===== config.mk =====
export PLATFORM = sky130hd
export DESIGN_NAME = mem_port_arbiter
export DESIGN_NICKNAME = d
export VERILOG_FILES = /design/src/rtl/mem_port_arbiter.sv
export SDC_FILE = /design/constraint.sdc
export NUM_CORES = 1
export LEC_CHECK = 0
export ABC_AREA = 1
export CAP_MARGIN = 20
export CORE_MARGIN = 2
export CORE_UTILIZATION = 35
export CTS_CLUSTER_SIZE = 10
export DETAILED_ROUTE_END_ITERATION = 12
export PLACE_DENSITY = 0.82
export SLEW_MARGIN = 20
export SYNTH_ARGS = -nofsm -noshare
export SYNTH_HDL_FRONTEND = slang
export SYNTH_SLANG_ARGS = --single-unit

===== constraint.sdc =====
create_clock -name clk -period 1.6 [get_ports clk]
set_input_delay 0.48 -clock clk [delete_from_list [all_inputs] [get_ports clk]]
set_output_delay 0.48 -clock clk [all_outputs]
set_load 0.02 [all_outputs]

===== src/rtl/mem_port_arbiter.sv =====
// Shares one external memory port between I-cache and D-cache line transfers (IDLE/XFER/DONE).
// Optional ARB_ROUND_ROBIN_EN: on simultaneous requests, favour whoever did not own the last line.
module mem_port_arbiter #(
  parameter int WORD_SIZE  = 16,
  parameter int LINE_WORDS = 4,
  localparam int BEAT_W    = $clog2(LINE_WORDS)
) (
  input  logic                 clk,
  input  logic                 reset_n,
  input  logic                 i_req,
  input  logic [WORD_SIZE-1:0] i_addr,
  output logic                 i_grant,
  output logic                 i_rvalid,
  output logic [WORD_SIZE-1:0] i_rdata,
  output logic                 i_done,
  input  logic                 d_req,
  input  logic                 d_we,
  input  logic [WORD_SIZE-1:0] d_addr,
  input  logic [WORD_SIZE-1:0] d_wdata,
  output logic                 d_grant,
  output logic                 d_rvalid,
  output logic [WORD_SIZE-1:0] d_rdata,
  output logic                 d_done,
  output logic [BEAT_W-1:0]    beat,
  output logic                 mem_read,
  output logic                 mem_write,
  output logic [WORD_SIZE-1:0] mem_addr,
  output logic [WORD_SIZE-1:0] mem_wdata,
  input  logic [WORD_SIZE-1:0] mem_rdata,
  input  logic                 mem_ack
);

  localparam int HI_W = WORD_SIZE - BEAT_W;
  localparam logic [BEAT_W-1:0] LAST_BEAT = BEAT_W'(LINE_WORDS - 1);

  typedef enum logic [1:0] {
    IDLE = 2'd0,
    XFER = 2'd1,
    DONE = 2'd2
  } state_t;

  typedef enum logic {
    OWN_I = 1'b0,
    OWN_D = 1'b1
  } owner_t;

  state_t               state_q,   state_d;
  owner_t               owner_q,   owner_d;
  logic                 we_q,      we_d;
  logic [HI_W-1:0]      base_q,    base_d;
  logic [BEAT_W-1:0]    beat_q,    beat_d;
  logic [BEAT_W-1:0]    rbeat_q,   rbeat_d;
  logic                 i_rvalid_q, i_rvalid_d;
  logic                 d_rvalid_q, d_rvalid_d;
  logic [WORD_SIZE-1:0] i_rdata_q, i_rdata_d;
  logic [WORD_SIZE-1:0] d_rdata_q, d_rdata_d;
  owner_t               winner;

  // Line offset bits of the request addresses are intentionally dropped.
  logic unused_offset_bits;
  assign unused_offset_bits = &{1'b0, i_addr[BEAT_W-1:0], d_addr[BEAT_W-1:0]};

`ifdef ARB_ROUND_ROBIN_EN
  owner_t last_owner_q, last_owner_d;

  always_comb begin
    winner = OWN_I;
    if (d_req && (!i_req || (last_owner_q == OWN_I))) begin
      winner = OWN_D;
    end
  end

  always_ff @(posedge clk or negedge reset_n) begin
    if (!reset_n) begin
      last_owner_q <= OWN_I;
    end else begin
      last_owner_q <= last_owner_d;
    end
  end

  always_comb begin
    last_owner_d = last_owner_q;
    if ((state_q == IDLE) && (i_req || d_req)) begin
      last_owner_d = winner;
    end
  end
`else
  always_comb begin
    winner = d_req ? OWN_D : OWN_I;
  end
`endif

  always_ff @(posedge clk or negedge reset_n) begin
    if (!reset_n) begin
      state_q    <= IDLE;
      owner_q    <= OWN_I;
      we_q       <= 1'b0;
      base_q     <= '0;
      beat_q     <= '0;
      rbeat_q    <= '0;
      i_rvalid_q <= 1'b0;
      d_rvalid_q <= 1'b0;
      i_rdata_q  <= '0;
      d_rdata_q  <= '0;
    end else begin
      state_q    <= state_d;
      owner_q    <= owner_d;
      we_q       <= we_d;
      base_q     <= base_d;
      beat_q     <= beat_d;
      rbeat_q    <= rbeat_d;
      i_rvalid_q <= i_rvalid_d;
      d_rvalid_q <= d_rvalid_d;
      i_rdata_q  <= i_rdata_d;
      d_rdata_q  <= d_rdata_d;
    end
  end

  always_comb begin
    state_d    = state_q;
    owner_d    = owner_q;
    we_d       = we_q;
    base_d     = base_q;
    beat_d     = beat_q;
    rbeat_d    = rbeat_q;
    i_rvalid_d = 1'b0;
    d_rvalid_d = 1'b0;
    i_rdata_d  = i_rdata_q;
    d_rdata_d  = d_rdata_q;

    unique case (state_q)
      IDLE: begin
        if (i_req || d_req) begin
          owner_d = winner;
          we_d    = (winner == OWN_D) && d_we;
          base_d  = (winner == OWN_D) ? d_addr[WORD_SIZE-1:BEAT_W]
                                      : i_addr[WORD_SIZE-1:BEAT_W];
          beat_d  = '0;
          state_d = XFER;
        end
      end
      XFER: begin
        if (mem_ack) begin
          // Remember which beat returned so 'beat' can report it alongside rvalid
          // while the live beat counter has already moved on.
          rbeat_d = beat_q;
          if (!we_q) begin
            if (owner_q == OWN_D) begin
              d_rvalid_d = 1'b1;
              d_rdata_d  = mem_rdata;
            end else begin
              i_rvalid_d = 1'b1;
              i_rdata_d  = mem_rdata;
            end
          end
          if (beat_q == LAST_BEAT) begin
            state_d = DONE;
          end else begin
            beat_d = beat_q + 1'b1;
          end
        end
      end
      DONE: begin
        state_d = IDLE;
      end
      default: begin
        state_d = IDLE;
      end
    endcase
  end

  logic active, xfer;

  always_comb begin
    active    = (state_q != IDLE);
    xfer      = (state_q == XFER);
    i_grant   = active && (owner_q == OWN_I);
    d_grant   = active && (owner_q == OWN_D);
    i_done    = (state_q == DONE) && (owner_q == OWN_I);
    d_done    = (state_q == DONE) && (owner_q == OWN_D);
    mem_read  = xfer && !we_q;
    mem_write = xfer && we_q;
    mem_addr  = xfer ? {base_q, beat_q} : '0;
    mem_wdata = (xfer && we_q) ? d_wdata : '0;
    i_rvalid  = i_rvalid_q;
    d_rvalid  = d_rvalid_q;
    i_rdata   = i_rdata_q;
    d_rdata   = d_rdata_q;
    beat      = (i_rvalid_q || d_rvalid_q) ? rbeat_q : beat_q;
  end

  a_one_grant: assert property (@(posedge clk) disable iff (!reset_n)
    !(i_grant && d_grant));
  a_one_strobe: assert property (@(posedge clk) disable iff (!reset_n)
    !(mem_read && mem_write));
  a_strobe_owned: assert property (@(posedge clk) disable iff (!reset_n)
    (mem_read || mem_write) |-> (i_grant || d_grant));

endmodule

Word level (Yosys, flattened, before mapping)
Cells that the tools add are included.
{"block": "word_totals", "out_inout_bits": 74, "word_cells": 60, "ff_bits": 56}
{"block": "classes", "n_eq_ne": 7, "addsub": 1, "reduce_logical": 19, "n_bitwise": 2, "mux": 21}
{"operator": "two-way mux 16 bit", "count": 2}
{"operator": "two-way mux 14 bit", "count": 1}
{"operator": "two-way mux 2 bit", "count": 7}
{"operator": "AND reduction 4 bit", "count": 3}
{"operator": "two-way mux 1 bit", "count": 9}
{"operator": "one-hot mux 2 bit (2 select lines)", "count": 2}
{"operator": "logical AND 1 bit", "count": 7}
{"operator": "!= test 2 bit, second input constant", "count": 3}
{"operator": "equality test 2 bit, second input constant", "count": 2}
{"operator": "AND reduction 2 bit", "count": 2}
{"operator": "nonzero test 2 bit", "count": 2}
{"operator": "AND reduction 3 bit", "count": 1}
{"operator": "adder 2 x 1 -> 2 bit, second input constant", "count": 1}
{"operator": "equality test 2 x 1 -> 1 bit, second input constant", "count": 1}
{"operator": "zero test 2 bit", "count": 1}
{"operator": "logical OR 1 bit", "count": 2}
{"operator": "!= test 2 x 1 -> 1 bit, second input constant", "count": 1}
{"operator": "inverter 1 bit", "count": 2}
{"operator": "zero test 1 bit", "count": 1}

Depth between registers and ports, before layout
{"block": "depth", "ltp_word": 4, "ltp_mapped": 9, "depth_no_buf": 7}

Least setup slack after synthesis
Ideal clock, no wire load.
{"block": "synth_path", "kind": "reg2out", "startpoint": "register state_q[1]", "endpoint": "output mem_wdata[0]", "path_slack_ns": -0.387, "arrival_time_ns": 1.507, "stages_incl_launch_ff": 8, "cell_sequence": "dfrtp_1 inv_2 nand2_2 buf_6 nor2_2 inv_1 buf_2 nor2_1"}
{"block": "synth_via", "elab_chain_len": 3}
{"element": "from (decl)", "line": "47", "text": "state_t state_q, state_d;"}
{"element": "from (signal assigned)", "line": "106", "text": "state_q <= state_d;"}
{"element": "equality test 2 x 1 -> 1 bit", "line": "176", "text": "xfer = (state_q == XFER);"}
{"element": "logical AND 1 bit"}
{"element": "net mem_write", "line": "26", "text": "output logic mem_write,"}
{"element": "two-way mux 16 bit", "line": "184", "text": "mem_wdata = (xfer && we_q) ? d_wdata : '0;"}
{"element": "to (decl)", "line": "28", "text": "output logic [WORD_SIZE-1:0] mem_wdata,"}
The timed path passes the listed nets, and every way through them passes these cells.

Worst setup path in the final report
{"block": "layout_path", "startpoint": "register state_q[1]", "endpoint": "output d_grant"}
{"block": "layout_via", "elab_chain_len": 2}
{"element": "nonzero test 2 bit", "line": "175", "text": "active = (state_q != IDLE);"}
{"element": "logical AND 1 bit", "line": "178", "text": "d_grant = active && (owner_q == OWN_D);"}
{"element": "to (decl)", "line": "20", "text": "output logic d_grant,"}
Every way passes these cells.

==> results.yml <==
outcome:
  outcome: "finished with violations"
  violations: "negative setup slack"
timing:
  hold_viol: 0
  setup_viol: 40
  worst_slack_ns: -0.244
  worstMarginPinSlew_ns: 0.304
  fmax_mhz: 542
  maxSlewViolCount: 0
  rsz0062_at_grt: "true"
  tns_ns: -7.28
  final.period_utilization_pct: 115
  timing.final.crit_period_ns: 1.84
  worst_hold_slack_ns: 0.145
  slew-limit-headroom_pct: 79.7
  fin_skew_ns: 0.00946
power_and_ir_drop:
  ir_drop_v: 0.000990
  pwr-share-seq_pct: 28.0
  power_leakage_nw: 2.43
  swShare_pct: 43.9
  p_int_w: 0.00473
  power_density_nw_per_um2: 1800
  combPwrFrac_pct: 60.7
  clockPowerShare_pct: 11.4
  switching_power_w: 0.00369
setup_path:
  required_ns: 1.12
  path_max_fanout: 3
  path_class: "reg -> out"
  critPathMaxStageDelay_ns: 0.40
  worst_path_most_repeated_cell: "buf_6"
  path_cells: "buf_4 -> buf_6 -> buf_6 -> nor2_4 -> nor2_1 -> buf_2"
  cp_slowest_cell: "dfrtp_1"
  path_buf_inv: 4
  worstSetupEndpointType: "output pin"
  worstPathArrival_ns: 1.36
  worstSetupStartpointType: "flop"
  critPathTopFamily: "buffers and inverters"
yosys:
  synth_warnings: 0
  synth.net_count: 426
  ys_seq_elements: 56
  yosysSeqAreaShare_pct: 52.7
  synth_area_um2: 2660
  synth_cell_types: 21
  syn_inst: 355
  avgSynthCellArea_um2: 7.50
finish:
  fin_util_pct: 64.1
  finalNonFillerCells: 623
  layout_common_cells: "146 x nand2_1, 64 x clkdlybuf4s50_1, 56 x dfrtp_1"
  mostFrequentLayoutCell: "nand2_1"
  num_antenna_cells: 0
  area_growth_pct: 75.7
  drive_gt1_share_pct: 24.2
  nets: 594
routing:
  finalWirelength_um: 7710
  drtIter0Drc: 98
  wire_per_inst_um: 12.4
  vias_per_cell: 4.42
  drc: 0
  vias: 2751
  firstDrtPassIters: 4
  antenna_left: 0
die:
  io_pins: 144
  rows: 31
  die_area_um2: 8320
  die_w_um: 91.2
  initial_utilization_pct: 36.5
  die_h_um: 91.2
  core_area_um2: 7290
clocking:
  clockBufferDepth: 2
  cts_sinks: 56
  cts_htree_levels: 2
  path_clk_slew_ns: 0.09
  cts_tree: "built"
  cts_made_buffers: 5
  cts_root_buf: "clkbuf_8"
  hold_buffers: 0
  clkLatencyLatePin_ns: 0.30
placed_design:
  dp_hpwl_um: 5790
  numPortBuffers: 139
  dp.cells: 606
  place.gp.congestion: 0.731
  preCtsSetupSlack_ns: -0.599
global_route:
  grt_max_degree: 57
  grt_first_pass_wirelength_um: 12900
  grt_pass1_vias: 2746
  antenna_found_initial: 0
  grt_util_all_layers_pct: 18.8
  grt_overflow: 0
run:
  max_cap_viol_count: 0
hold_path:
  min_path_type: "in -> async"
state kept, by name, summed over array words and instances (netlist names):
name      cells
rbeat_q       2
i_rvalid      1
d_rdata      16
i_rdata      16
d_rvalid      1
owner_q       1
we_q          1
state_q       2
base_q       14
beat_q        2
cell usage after synthesis:
library cell / number / share of area, %
a21oi_1: 3 / 0.56
buf_2: 5 / 0.94
buf_4: 3 / 0.85
buf_6: 2 / 0.85
clkbuf_1: 6 / 0.85
dfrtp_1: 56 / 53
ha_1: 1 / 0.47
inv_1: 39 / 5.5
inv_2: 2 / 0.28
inv_4: 1 / 0.24
nand2_1: 146 / 21
nand2_2: 1 / 0.24
nand3_1: 3 / 0.56
nand3_2: 1 / 0.38
nand3_4: 1 / 0.66
nand4_1: 3 / 0.71
nor2_1: 43 / 6.1
nor2_2: 1 / 0.24
nor2_4: 1 / 0.42
nor3_1: 3 / 0.56
o21ai_0: 34 / 6.4
worst reg2reg max path, cell delays in order (launching register included):
cell     delay, ns
dfrtp_1       0.40
inv_2         0.08
nand2_4       0.06
buf_4         0.13
buf_6         0.13
buf_6         0.16
inv_2         0.08
nand3_4       0.09
buf_12        0.16
nand2_1       0.07
nand2_1       0.06
cells by family (layout without fill, tap and decap cells):
| group | count (synthesis) | after routing | share of synthesized area, % |
|---|---|---|---|
| fa+ha+maj | 1 | 1 | 0.470 |
| simple gates | 203 | 203 | 30.4 |
| compound gates | 37 | 37 | 6.96 |
| buf+inv | 58 | 227 | 9.50 |
| flops | 56 | 56 | 52.7 |
power groups by stage:
stage,clock network [W],logic (W),registers (W)
2_1_floorplan,0,0.00217,0.00283
3_3_place_gp,0,0.00497,0.00235
3_5_place_dp,0,0.00508,0.00237
4_1_cts,0.000980,0.00501,0.00235
5_1_grt,0.00104,0.00555,0.00243
6_report,0.000957,0.00511,0.00236
per-stage QoR:
step / instance area [um2] / total power, W
detailed placement: 4450 / 0.00746
global placement: 4450 / 0.00732
global route: 4680 / 0.00902
CTS: 4620 / 0.00833
finish: 4680 / 0.00842
floorplan: 2770 / 0.00500
path summary, 6_finish.rpt:
kind | start | end | slack (ns) | cells after the start
hold reg to reg | i_rdata[8] | i_rdata[8] | 0.49 | 2
setup / recovery | state_q[1] | d_grant | -0.24 | 6
max in group asynchronous | reset_n | base_q[6] | 1.18 | 2
min in group clk | i_rdata[8] | i_rdata[8] | 0.49 | 2
hold / removal | reset_n | base_q[8] | 0.15 | 2
setup reg to reg | state_q[1] | i_rdata[13] | 0.08 | 10
routing by layer:
metal / share of wire, % / wire length (um) / vias up / GRT usage [%]
met5: 0 / 0 / - / 0
met4: 1.3 / 99 / 0 / 4.29
met3: 6.4 / 494 / 8 / 5.15
met2: 52 / 3980 / 96 / 34.3
met1: 41 / 3140 / 1242 / 22.0
li1: - / - / 1405 / -
layout make-up:
cell class                      count  area (um2)
Clock buffer                        6        82.6
Clock inverter                      2        38.8
Timing Repair Buffer              176        1660
Tap cell                           99         124
Timing Repair inverter              1        7.51
Fill cell                         644        2620
Sequential cell                    56        1400
Inverter                           42         171
Multi-Input combinational cell    241        1190
repair_timing:
item                                    CTS  global route
resized for setup                       272            19
buffers inserted                          8             3
pin swaps                                 3             5
gates cloned                              0             1
endpoints found under the setup margin   74            72
Power figures use the tool's default switching activity.
